### src/rtl/bank_pkg.sv
// bank_pkg
//   Shared definitions for the teller wait-time estimator.
//   - state_t   : control FSM encoding (IDLE, DIV, DONE)
//   - div_width : width of the internal dividend/divisor/quotient datapath,
//                 wide enough for pcount*SERVICE_TIME + tcount - 1.
package bank_pkg;

   typedef enum logic [1:0] {
      ST_IDLE = 2'd0,
      ST_DIV  = 2'd1,
      ST_DONE = 2'd2
   } state_t;

   function automatic int div_width(input int pcount_w, input int st_w);
      return pcount_w + st_w + 1;
   endfunction

endpackage

### src/rtl/wtime_div.sv
// wtime_div
//   Iterative restoring divider, one quotient bit per clock, MSB first.
//   A start pulse loads the operands; exactly DIV_W iterations follow.
//   Ports:
//     clk, rst  : clock, asynchronous active-high reset
//     start     : load dividend/divisor and begin dividing
//     dividend  : DIV_W-bit unsigned dividend
//     divisor   : DIV_W-bit unsigned divisor (caller guarantees non-zero)
//     done      : high during the cycle whose closing edge runs the last
//                 iteration; quotient is valid while done is high
//     quotient  : DIV_W-bit quotient (result of the final iteration)
module wtime_div
   import bank_pkg::*;
#(
   parameter int DIV_W = 6
) (
   input  logic             clk,
   input  logic             rst,
   input  logic             start,
   input  logic [DIV_W-1:0] dividend,
   input  logic [DIV_W-1:0] divisor,
   output logic             done,
   output logic [DIV_W-1:0] quotient
);

   localparam int CNT_W = $clog2(DIV_W + 1);

   logic [DIV_W:0]   rem_reg;
   logic [DIV_W-1:0] quo_reg;
   logic [DIV_W-1:0] dsr_reg;
   logic [CNT_W-1:0] cnt_reg;
   logic             busy_reg;

   logic [DIV_W+1:0] shifted;
   logic [DIV_W+1:0] rem_next;
   logic             bit_q;

   // quo_reg doubles as the dividend shift register: its MSB feeds the
   // partial remainder while the new quotient bit enters at the LSB.
   always_comb begin
      shifted  = {rem_reg, quo_reg[DIV_W-1]};
      bit_q    = (shifted >= {2'b00, dsr_reg});
      rem_next = bit_q ? (shifted - {2'b00, dsr_reg}) : shifted;
      done     = busy_reg && (cnt_reg == CNT_W'(DIV_W - 1));
      quotient = {quo_reg[DIV_W-2:0], bit_q};
   end

   always_ff @(posedge clk or posedge rst) begin
      if (rst) begin
         rem_reg  <= '0;
         quo_reg  <= '0;
         dsr_reg  <= '0;
         cnt_reg  <= '0;
         busy_reg <= 1'b0;
      end else if (start) begin
         rem_reg  <= '0;
         quo_reg  <= dividend;
         dsr_reg  <= divisor;
         cnt_reg  <= '0;
         busy_reg <= 1'b1;
      end else if (busy_reg) begin
         // remainder always stays below the divisor, so it fits DIV_W+1 bits
         rem_reg  <= (DIV_W + 1)'(rem_next);
         quo_reg  <= {quo_reg[DIV_W-2:0], bit_q};
         cnt_reg  <= cnt_reg + CNT_W'(1);
         if (done) busy_reg <= 1'b0;
      end
   end

endmodule

### src/rtl/wait_time_calc.sv
// wait_time_calc
//   Estimates customer wait time: wtime = ceil(pcount*SERVICE_TIME / tcount).
//   Ready/valid request in, ready/valid response out, one request in flight.
//   Ports:
//     clk, rst    : clock, asynchronous active-high reset
//     req_valid   : request present
//     req_ready   : high only while idle
//     pcount      : customers waiting (sampled on accept)
//     tcount      : tellers open (sampled on accept)
//     resp_valid  : result valid, held until resp_ready
//     resp_ready  : consumer takes the result
//     wtime       : wait time (all ones when clamped or tcount was 0)
//     err         : tcount was 0
//     sat         : quotient did not fit in WTIME_W bits
module wait_time_calc
   import bank_pkg::*;
#(
   parameter int PCOUNT_W     = 3,
   parameter int TCOUNT_W     = 2,
   parameter int SERVICE_TIME = 3,
   parameter int ST_W         = 2,
   parameter int WTIME_W      = 8
) (
   input  logic                clk,
   input  logic                rst,
   input  logic                req_valid,
   output logic                req_ready,
   input  logic [PCOUNT_W-1:0] pcount,
   input  logic [TCOUNT_W-1:0] tcount,
   output logic                resp_valid,
   input  logic                resp_ready,
   output logic [WTIME_W-1:0]  wtime,
   output logic                err,
   output logic                sat
);

   localparam int DIV_W = div_width(PCOUNT_W, ST_W);
   // common width for comparing the quotient against the output maximum
   localparam int MW = (DIV_W > WTIME_W) ? DIV_W : WTIME_W;
   localparam logic [MW-1:0] WMAX = MW'({WTIME_W{1'b1}});

   state_t           state_reg;
   logic             zero_reg;
   logic             start;
   logic [DIV_W-1:0] dividend;
   logic [DIV_W-1:0] divisor;
   logic             div_done;
   logic [DIV_W-1:0] quotient;
   logic [MW-1:0]    quo_ext;

   // Adding tcount-1 before dividing turns the floor division into ceiling.
   always_comb begin
      start    = req_valid && req_ready && (tcount != '0);
      dividend = DIV_W'(pcount) * DIV_W'(SERVICE_TIME) + DIV_W'(tcount) - DIV_W'(1);
      divisor  = DIV_W'(tcount);
      quo_ext  = MW'(quotient);
   end

   wtime_div #(
      .DIV_W(DIV_W)
   ) u_div (
      .clk      (clk),
      .rst      (rst),
      .start    (start),
      .dividend (dividend),
      .divisor  (divisor),
      .done     (div_done),
      .quotient (quotient)
   );

   always_ff @(posedge clk or posedge rst) begin
      if (rst) begin
         state_reg  <= ST_IDLE;
         zero_reg   <= 1'b0;
         req_ready  <= 1'b1;
         resp_valid <= 1'b0;
         wtime      <= '0;
         err        <= 1'b0;
         sat        <= 1'b0;
      end else begin
         case (state_reg)
            ST_IDLE: begin
               if (req_valid) begin
                  req_ready <= 1'b0;
                  wtime     <= '0;
                  err       <= 1'b0;
                  sat       <= 1'b0;
                  // a zero teller count skips the divider and answers next edge
                  zero_reg  <= (tcount == '0);
                  state_reg <= ST_DIV;
               end
            end
            ST_DIV: begin
               if (zero_reg) begin
                  err        <= 1'b1;
                  wtime      <= '1;
                  resp_valid <= 1'b1;
                  state_reg  <= ST_DONE;
               end else if (div_done) begin
                  if (quo_ext > WMAX) begin
                     wtime <= '1;
                     sat   <= 1'b1;
                  end else begin
                     wtime <= WTIME_W'(quo_ext);
                  end
                  resp_valid <= 1'b1;
                  state_reg  <= ST_DONE;
               end
            end
            ST_DONE: begin
               if (resp_ready) begin
                  resp_valid <= 1'b0;
                  req_ready  <= 1'b1;
                  state_reg  <= ST_IDLE;
               end
            end
            default: begin
               state_reg <= ST_IDLE;
            end
         endcase
      end
   end

endmodule

### config.mk
export PLATFORM = sky130hd
export DESIGN_NAME = wait_time_calc
export DESIGN_NICKNAME = d
export VERILOG_FILES = /design/src/rtl/bank_pkg.sv /design/src/rtl/wtime_div.sv /design/src/rtl/wait_time_calc.sv
export SDC_FILE = /design/constraint.sdc
export NUM_CORES = 1
export LEC_CHECK = 0
export ABC_CLOCK_PERIOD_IN_PS = 2140
export BUFFER_PORTS_ARGS = -buffer_cell sky130_fd_sc_hd__buf_2
export CORE_MARGIN = 2
export CORE_UTILIZATION = 50
export DETAILED_ROUTE_END_ITERATION = 12
export PLACE_DENSITY = 0.76
export SLEW_MARGIN = 10
export SYNTH_ARGS = -nofsm -noshare
export SYNTH_HDL_FRONTEND = slang
export SYNTH_SLANG_ARGS = --single-unit
### constraint.sdc
create_clock -name clk -period 2.14 [get_ports clk]
set_clock_uncertainty 0.1 [all_clocks]
set_input_delay 0.428 -clock clk [delete_from_list [all_inputs] [get_ports clk]]
set_output_delay 0.428 -clock clk [all_outputs]
set_load 0.01 [all_outputs]
* Yosys cells after proc, flatten, opt, wreduce, memory -nomap -nowiden
Cells that the tools add are included.
** Cells by class
- Add/sub/neg operators :: 4
- Multiply operators :: 1
- Divide/modulo/power cells :: 0
- Magnitude comparators :: 2
- Equal/unequal tests :: 10
- Shift operators :: 0
- Muxes and demuxes :: 33
- Bitwise gates (word level) :: 0
- Reductions and logical operators :: 17
** Operators by type and width (number)
- $mux 8 :: 4
- $mux 7 :: 3
- $pmux 8 s2 :: 1
- $reduce_and 3->1 :: 5
- $mux 1 :: 12
- $mux 6 :: 2
- $ne 2x2->1 const B :: 6
- $reduce_bool 2->1 :: 5
- $ge 8x2->1 :: 1
- $gt 6x8->1 const B :: 1
- $mux 2 :: 4
- $pmux 1 s2 :: 4
- $sub 7x2->7 :: 1
- $add 5x2->6 :: 1
- $mux 3 :: 2
- $pmux 2 s3 :: 1
- $sub 6x1->6 const B :: 1
- $mul 3x2->5 const B :: 1
- $reduce_and 5->1 :: 1
- $logic_not 2->1 :: 2
- $add 3x1->3 const B :: 1
- $eq 3x3->1 const B :: 1
- $logic_and 1x1->1 :: 3
- $ne 3x3->1 const B :: 1
- other kinds (3) :: 3
** Storage, ports and cells
- Flip-flop bits (word level) :: 34
- Bits in latches :: 0
- Bits in writable memories :: 0
- ROM bits :: 0
- Input bits :: 9
- Word-level logic and storage cells :: 79
- Memories kept :: 0

* Longest topological paths before layout
Gate-level depths: netlist of the first run.
- Depth after elaboration :: 6
- Gate-level depth with buffers :: 11
- Gate-level depth less buffers :: 11

* Cells and area by module
A second synthesis of the first run with hierarchy kept.
** Second synthesis, totals
- Cells, all modules :: 243
- Area, all modules :: 2323.5 um^2
** Modules (own cells, without submodules)
- wtime_div :: times used 1, cells an instance 143, area an instance 1377.6 um^2, seq. area each 575.6 um^2
- wait_time_calc :: times used 1, cells an instance 100, area an instance 945.9 um^2, seq. area each 351.6 um^2

* Least setup slack after synthesis of the first run
OpenSTA, ideal clock, no wires.
- Path kind :: in2reg
- Start :: input port pcount[1]
- End :: register u_div.quo_reg[5]
- Library setup time :: 0.150 ns
- Arrival time :: 2.151 ns
- Setup slack :: -0.261 ns
- Stages :: 11
- Buffers on the path :: 0
- Cells stage by stage :: inv_1 > ha_1 > xor2_1 > xnor2_1 > ha_1 > inv_1 > fa_1 > nor2b_1 > o21ai_0 > a211oi_1 > a211oi_1
** On the way
- Longest elaborated chain between the ends :: 4
** RTL lines
- from (decl) :: line wait_time_calc.sv:28 : input logic [PCOUNT_W-1:0] pcount,
- $mul 3x2->5 :: line wait_time_calc.sv:54 : dividend = DIV_W'(pcount) * DIV_W'(SERVICE_TIME) + DIV_W'(tcount) - DIV_W'(1);
- $add 5x2->6 :: line wait_time_calc.sv:54
- $sub 6x1->6 :: line wait_time_calc.sv:54
- $mux 6 :: line wtime_div.sv:55 : end else if (start) begin
- to (signal assigned) :: line wtime_div.sv:57 : quo_reg <= dividend;
- to (signal assigned) :: line wtime_div.sv:64 : quo_reg <= {quo_reg[DIV_W-2:0], bit_q};
- to (decl) :: line wtime_div.sv:29 : logic [DIV_W-1:0] quo_reg;
Every way passes these cells.
A chain may end at the register's enable or synchronous reset.

* Worst setup path after layout of the first run
- Start :: input port pcount[0]
- End :: register u_div.quo_reg[5]
The elaborated chain is that of the path after synthesis.

==> results_dict.tcl, run 1 <==
set metrics [dict create \
    status "finished clean" \
    cts_max_level 2 \
    ant_nets 0 \
    power_w 0.003057 \
    grt_pass1_vias 1523 \
    finalHoldViolations 0 \
    layout_common_cells "32 x dfrtp_1, 24 x a21oi_1, 22 x buf_4" \
    setup_ws_ns 0.04468 \
    async_flop_share 1.000 \
    num_io_pins 21 \
    synth_nets 225 \
    final_common_cell "dfrtp_1" \
    dp_hpwl_um 2729 \
    place_ws_ns -0.4156 \
    finalSetupViolations 0 \
    via_per_inst 5.331 \
    ir_drop_uv 650.5 \
    netlist_area_mm2 0.001892 \
    period_share 0.9791 \
    critPathMaxFanout 2 \
    drtIter0Drc 59 \
    die_w_um 65.51 \
    p_per_area_mw_per_mm2 1269 \
    ys_ff_latch 33 \
    drt_wl_total_um 3950 \
    clk_pin_slew_ns 0.07 \
    crit_arrival_ns 2.17 \
    worstSetupPathType "input pin to flop" \
    p_sw_frac 0.4121 \
    tns_ns 0 \
    end_kind "flop" \
    leakagePower_nw 1.116 \
    hp-class "input pin to async pin" \
    max_slew_margin 0.7188 \
    final_max_slew_viol_count 0 \
    postSynthCellCount 201 \
    ys_seq_area_frac 0.4372 \
    utilization 0.6582 \
    netlist.area_leader.share 0.4233 \
    worstMarginPinSlew_ns 0.4217 \
    num_rows 22 \
    grt_max_degree 34 \
    worstPathRequired_ns 2.22 \
    start_util 0.5167 \
    overflow 0 \
    antenna_found_initial 0 \
    yosysTopAreaCell "dfrtp_1" \
    cts_tree "yes" \
    rsz0062_at_grt "true" \
    layout-drive-gt1-share 0.3223 \
    portBuffers 20 \
    coreArea_mm2 0.003661 \
    comb_power_share 0.454 \
    final.fill_count 304 \
    track_usage 0.2087 \
    numCtsBuffers 5 \
    drv_cap 0 \
    vias 1546 \
    clkPwrFrac 0.149 \
    ys.warnings.count 0 \
    die_h_um 65.51 \
    critPathLaunchType "input pin" \
    max_freq_ghz 0.4773 \
    n_antenna_cell 0 \
    switching_power_w 0.001260 \
    first_pass_iters 4 \
    syn_avg_cell_area_um2 9.412 \
    seqPwrFrac 0.397 \
    r2r_slack_ns 0.07 \
    cts_buffer_depth 2 \
    wl_per_cell_um 13.62 \
    clockRootBuffer "clkbuf_8" \
    die_area_mm2 0.004292 \
    power.internal_w 0.001797 \
    clk_latency_ns 0.29 \
    drc_errors 0 \
    gp_congestion 0.7722 \
    fin_nets 265 \
    clock-sinks 33 \
    synth_top_flop_cell "dfrtp_1" \
    period_minus_slack_ns 2.095 \
    whs_ns 0.1132 \
    synth_area_leaders "dfrtp_1 42%, ha_1 7.9%, a21oi_1 6.6%" \
    synth.distinct_cells 35 \
    synth_edf_count 0 \
    syn_to_final_growth_pct 27.38 \
    grt_pass1_wl_um 6762 \
]
## layout make-up
| class | instances | area [um2] | area share |
|---|---|---|---|
| multi-input cells | 140 | 1054 | 0.4372 |
| flip-flops and latches | 33 | 827.0 | 0.3432 |
| repair buffers | 43 | 301.5 | 0.1251 |
| inverters | 18 | 85.08 | 0.03531 |
| clock buffers | 6 | 72.57 | 0.03011 |
| well taps | 48 | 60.06 | 0.02492 |
| clock inverters | 2 | 10.01 | 0.004154 |
## cells by family after synthesis
family	synth area share
simple gates	0.1382
flops	0.4372
compound gates	0.1858
fa+ha+maj	0.1111
xor+xnor	0.03703
buf+inv	0.05820
mux	0.03241
## stage by stage
| stage | cell area (um2) | std cells |
|---|---|---|
| after detailed placement | 2221 | 280 |
| after floorplan | 1946 | 201 |
| after global routing | 2410 | 290 |
| after CTS | 2313 | 288 |
| after global placement | 2221 | 280 |
| final | 2410 | 290 |
## layer usage
layer,GRT usage,part of all wire,vias to the layer above
li1,-,-,770
met1,0.2520,0.45,739
met2,0.3520,0.50,29
met3,0.05479,0.033,8
met4,0.08854,0.018,0
met5,0,0,-
## cells in the mapped netlist (3+ instances only)
cell type	n
a31oi_1	4
xnor2_1	4
xor2_1	4
inv_1	18
mux2i_1	5
nand2_1	19
nor2_1	16
fa_1	3
ha_1	12
o21ai_0	15
a211oi_1	7
clkbuf_1	8
a21oi_1	25
dfrtp_1	32
nor2b_1	4
## worst max-delay path: stages
cell      delay, ns
buf_8          0.10
inv_6          0.05
ha_4           0.20
xor2_2         0.17
xnor2_1        0.17
ha_2           0.22
inv_2          0.04
fa_2           0.33
nor2b_1        0.11
o21ai_1        0.09
a211oi_2       0.21
a211oi_2       0.06
## path summary, 6_finish.rpt
| kind | startpoint | endpoint | cells past startpoint |
|---|---|---|---|
| hold reg to reg | sat$_DFFE_PP0P_ | sat$_DFFE_PP0P_ | 1 |
| setup reg to reg | u_div.quo_reg[5]$_DFFE_PP0P_ | u_div.rem_reg[6]$_DFFE_PP0P_ | 8 |
| max in group asynchronous | rst | req_ready$_DFFE_PP1P_ | 3 |
| hold / removal | rst | u_div.rem_reg[3]$_DFFE_PP0P_ | 3 |
| setup / recovery | pcount[0] | u_div.quo_reg[5]$_DFFE_PP0P_ | 12 |
| min in group clk | resp_ready | req_ready$_DFFE_PP1P_ | 3 |
## repair_timing
action / CTS / global route
buffers inserted: 0 / 2
endpoints found under the setup margin: 5 / 9
pin swaps: 2 / 13
resized for setup: 3 / 18
hold buffers: 0 / 0
## power by group through the flow
stage	Sequential [W]	Clock [W]	Combinational, W
2_1_floorplan	0.00116	0	0.000936
3_3_place_gp	0.00121	0	0.00125
3_5_place_dp	0.00121	0	0.00130
4_1_cts	0.00120	0.000463	0.00132
5_1_grt	0.00126	0.000494	0.00158
6_report	0.00121	0.000456	0.00139
No activity file was read; power rests on OpenSTA's default activity.
==> run 2, diff against run 1 <==
Settings changed: CORE_ASPECT_RATIO set to 2, CORE_MARGIN 2 to 8.
==> results_dict.tcl, run 2 (synthesis gave the netlist of run 1 again) <==
set metrics [dict create \
    end_kind "flop" \
    tns_ns 0 \
    hp-class "input pin to async pin" \
    overflow 0 \
    finalNonFillerCells 292 \
    first_pass_iters 4 \
    crit_arrival_ns 2.22 \
    max_slew_margin 0.5227 \
    final.fill_count 300 \
    path_buf_inv 3 \
    path_cells "buf_8 -> inv_6 -> ha_4 -> xor2_2 -> xnor2_1 -> ha_2 -> inv_2 -> fa_2 -> nor2b_1 -> o21ai_1 -> and4_1 -> a211oi_2" \
    portBuffers 20 \
    wl_per_cell_um 13.67 \
    dp.cells 282 \
    n_antenna_cell 0 \
    path_depth 12 \
    final_max_slew_viol_count 0 \
    status "finished clean" \
    r2r_slack_ns 0.05 \
    clk_pin_slew_ns 0.07 \
    finalHoldViolations 0 \
    worstSetupPathType "input pin to flop" \
    worstPathRequired_ns 2.24 \
    syn_to_final_growth_pct 28.70 \
    gp_congestion 0.7731 \
    die_h_um 103.0 \
    cts_max_level 2 \
    period_share 0.9906 \
    critPathLaunchType "input pin" \
    num_rows 31 \
    cpPeakStageDelay_ns 0.33 \
    worstMarginPinSlew_ns 0.7120 \
    fin_nets 266 \
    p_per_area_mw_per_mm2 1321 \
    grt_max_degree 34 \
    die_area_mm2 0.006127 \
    via_per_inst 5.295 \
    critPathSlowestCell "fa_2" \
    cts_buffer_depth 2 \
    clk_latency_ns 0.28 \
    drc_errors 0 \
    layout_common_cells "32 x dfrtp_1, 24 x a21oi_1, 23 x buf_4" \
    grt_pass1_vias 1431 \
    drtIter0Drc 36 \
    layout-drive-gt1-share 0.3128 \
    final_common_cell "dfrtp_1" \
    ant_nets 0 \
    drv_cap 0 \
    drt_wl_total_um 3991 \
    dp_hpwl_um 2937 \
    numCtsBuffers 5 \
    coreArea_mm2 0.003607 \
    track_usage 0.1363 \
    path_delay_family "adder cells" \
    num_io_pins 21 \
    vias 1546 \
    antenna_found_initial 0 \
    rsz0062_at_grt "true" \
    die_w_um 59.50 \
    leakagePower_nw 1.131 \
    clock-sinks 33 \
    max_freq_ghz 0.4717 \
    ir_drop_uv 639.6 \
    period_minus_slack_ns 2.120 \
    start_util 0.5245 \
    cts_tree "yes" \
    finalSetupViolations 0 \
    r2r_cells 9 \
    clockRootBuffer "clkbuf_8" \
    whs_ns 0.1191 \
    grt_pass1_wl_um 6527 \
    critPathMaxFanout 3 \
]
==> run 2: final cells by class <==
cell class / instances / area [um2] / share of cell area
tap: 49 / 61.31 / 0.02518
inverter: 18 / 85.08 / 0.03494
sequential: 33 / 827.0 / 0.3397
timing repair buffer: 44 / 309.0 / 0.1269
clock inverter: 1 / 30.03 / 0.01233
clock buffer: 7 / 86.33 / 0.03546
multi-input combinational: 140 / 1036 / 0.4255
==> run 2: report_power, final <==
part | leakage [nW] | total [W] | switching (W) | internal [W]
clock network | 0.0585 | 0.000602 | 0.000223 | 0.000379
logic | 0.681 | 0.00143 | 0.000754 | 0.000672
registers | 0.392 | 0.00119 | 0.000274 | 0.000914
total | 1.13 | 0.00322 | 0.00125 | 0.00196
==> run 2: tightest hold or removal path: cells and delay by family <==
kind / cells / cell delay, ns
buf+inv: 3 / 0.49
==> run 2: per-layer routing <==
layer  up-vias  wire, um  GRT usage
met4         0        76    0.06111
met5         -         0          0
li1        770         -          -
met3         5       149    0.02875
met2        31      2132     0.2427
met1       740      1632     0.1467
==> run 2: path summary, 6_finish.rpt <==
path / startpoint / to
max: pcount[0] / u_div.quo_reg[5]$_DFFE_PP0P_
min: rst / u_div.rem_reg[3]$_DFFE_PP0P_
max reg2reg: u_div.quo_reg[5]$_DFFE_PP0P_ / u_div.rem_reg[4]$_DFFE_PP0P_
min reg2reg: sat$_DFFE_PP0P_ / sat$_DFFE_PP0P_
max in group asynchronous: rst / req_ready$_DFFE_PP1P_
min in group clk: req_valid / state_reg[0]$_DFFE_PP0P_
==> run 2: timing repair <==
action                                  4_1_cts  5_1_grt
setup buffers                                 0        2
hold buffers                                  0        0
endpoints found under the setup margin        7       11
gates resized for setup                       8       10
pin swaps                                     6       14
==> run 2: stage by stage <==
stage	util	setup WS (ns)	total power, W	cell area [um2]
after floorplan	-	-0.1517	0.002096	1946
after global placement	0.6181	-0.3755	0.002505	2230
after detailed placement	0.6181	-0.4329	0.002542	2230
after CTS	0.6576	-0.03346	0.003182	2372
after global routing	0.6750	-0.07292	0.003458	2435
final	0.6750	0.02019	0.003216	2435
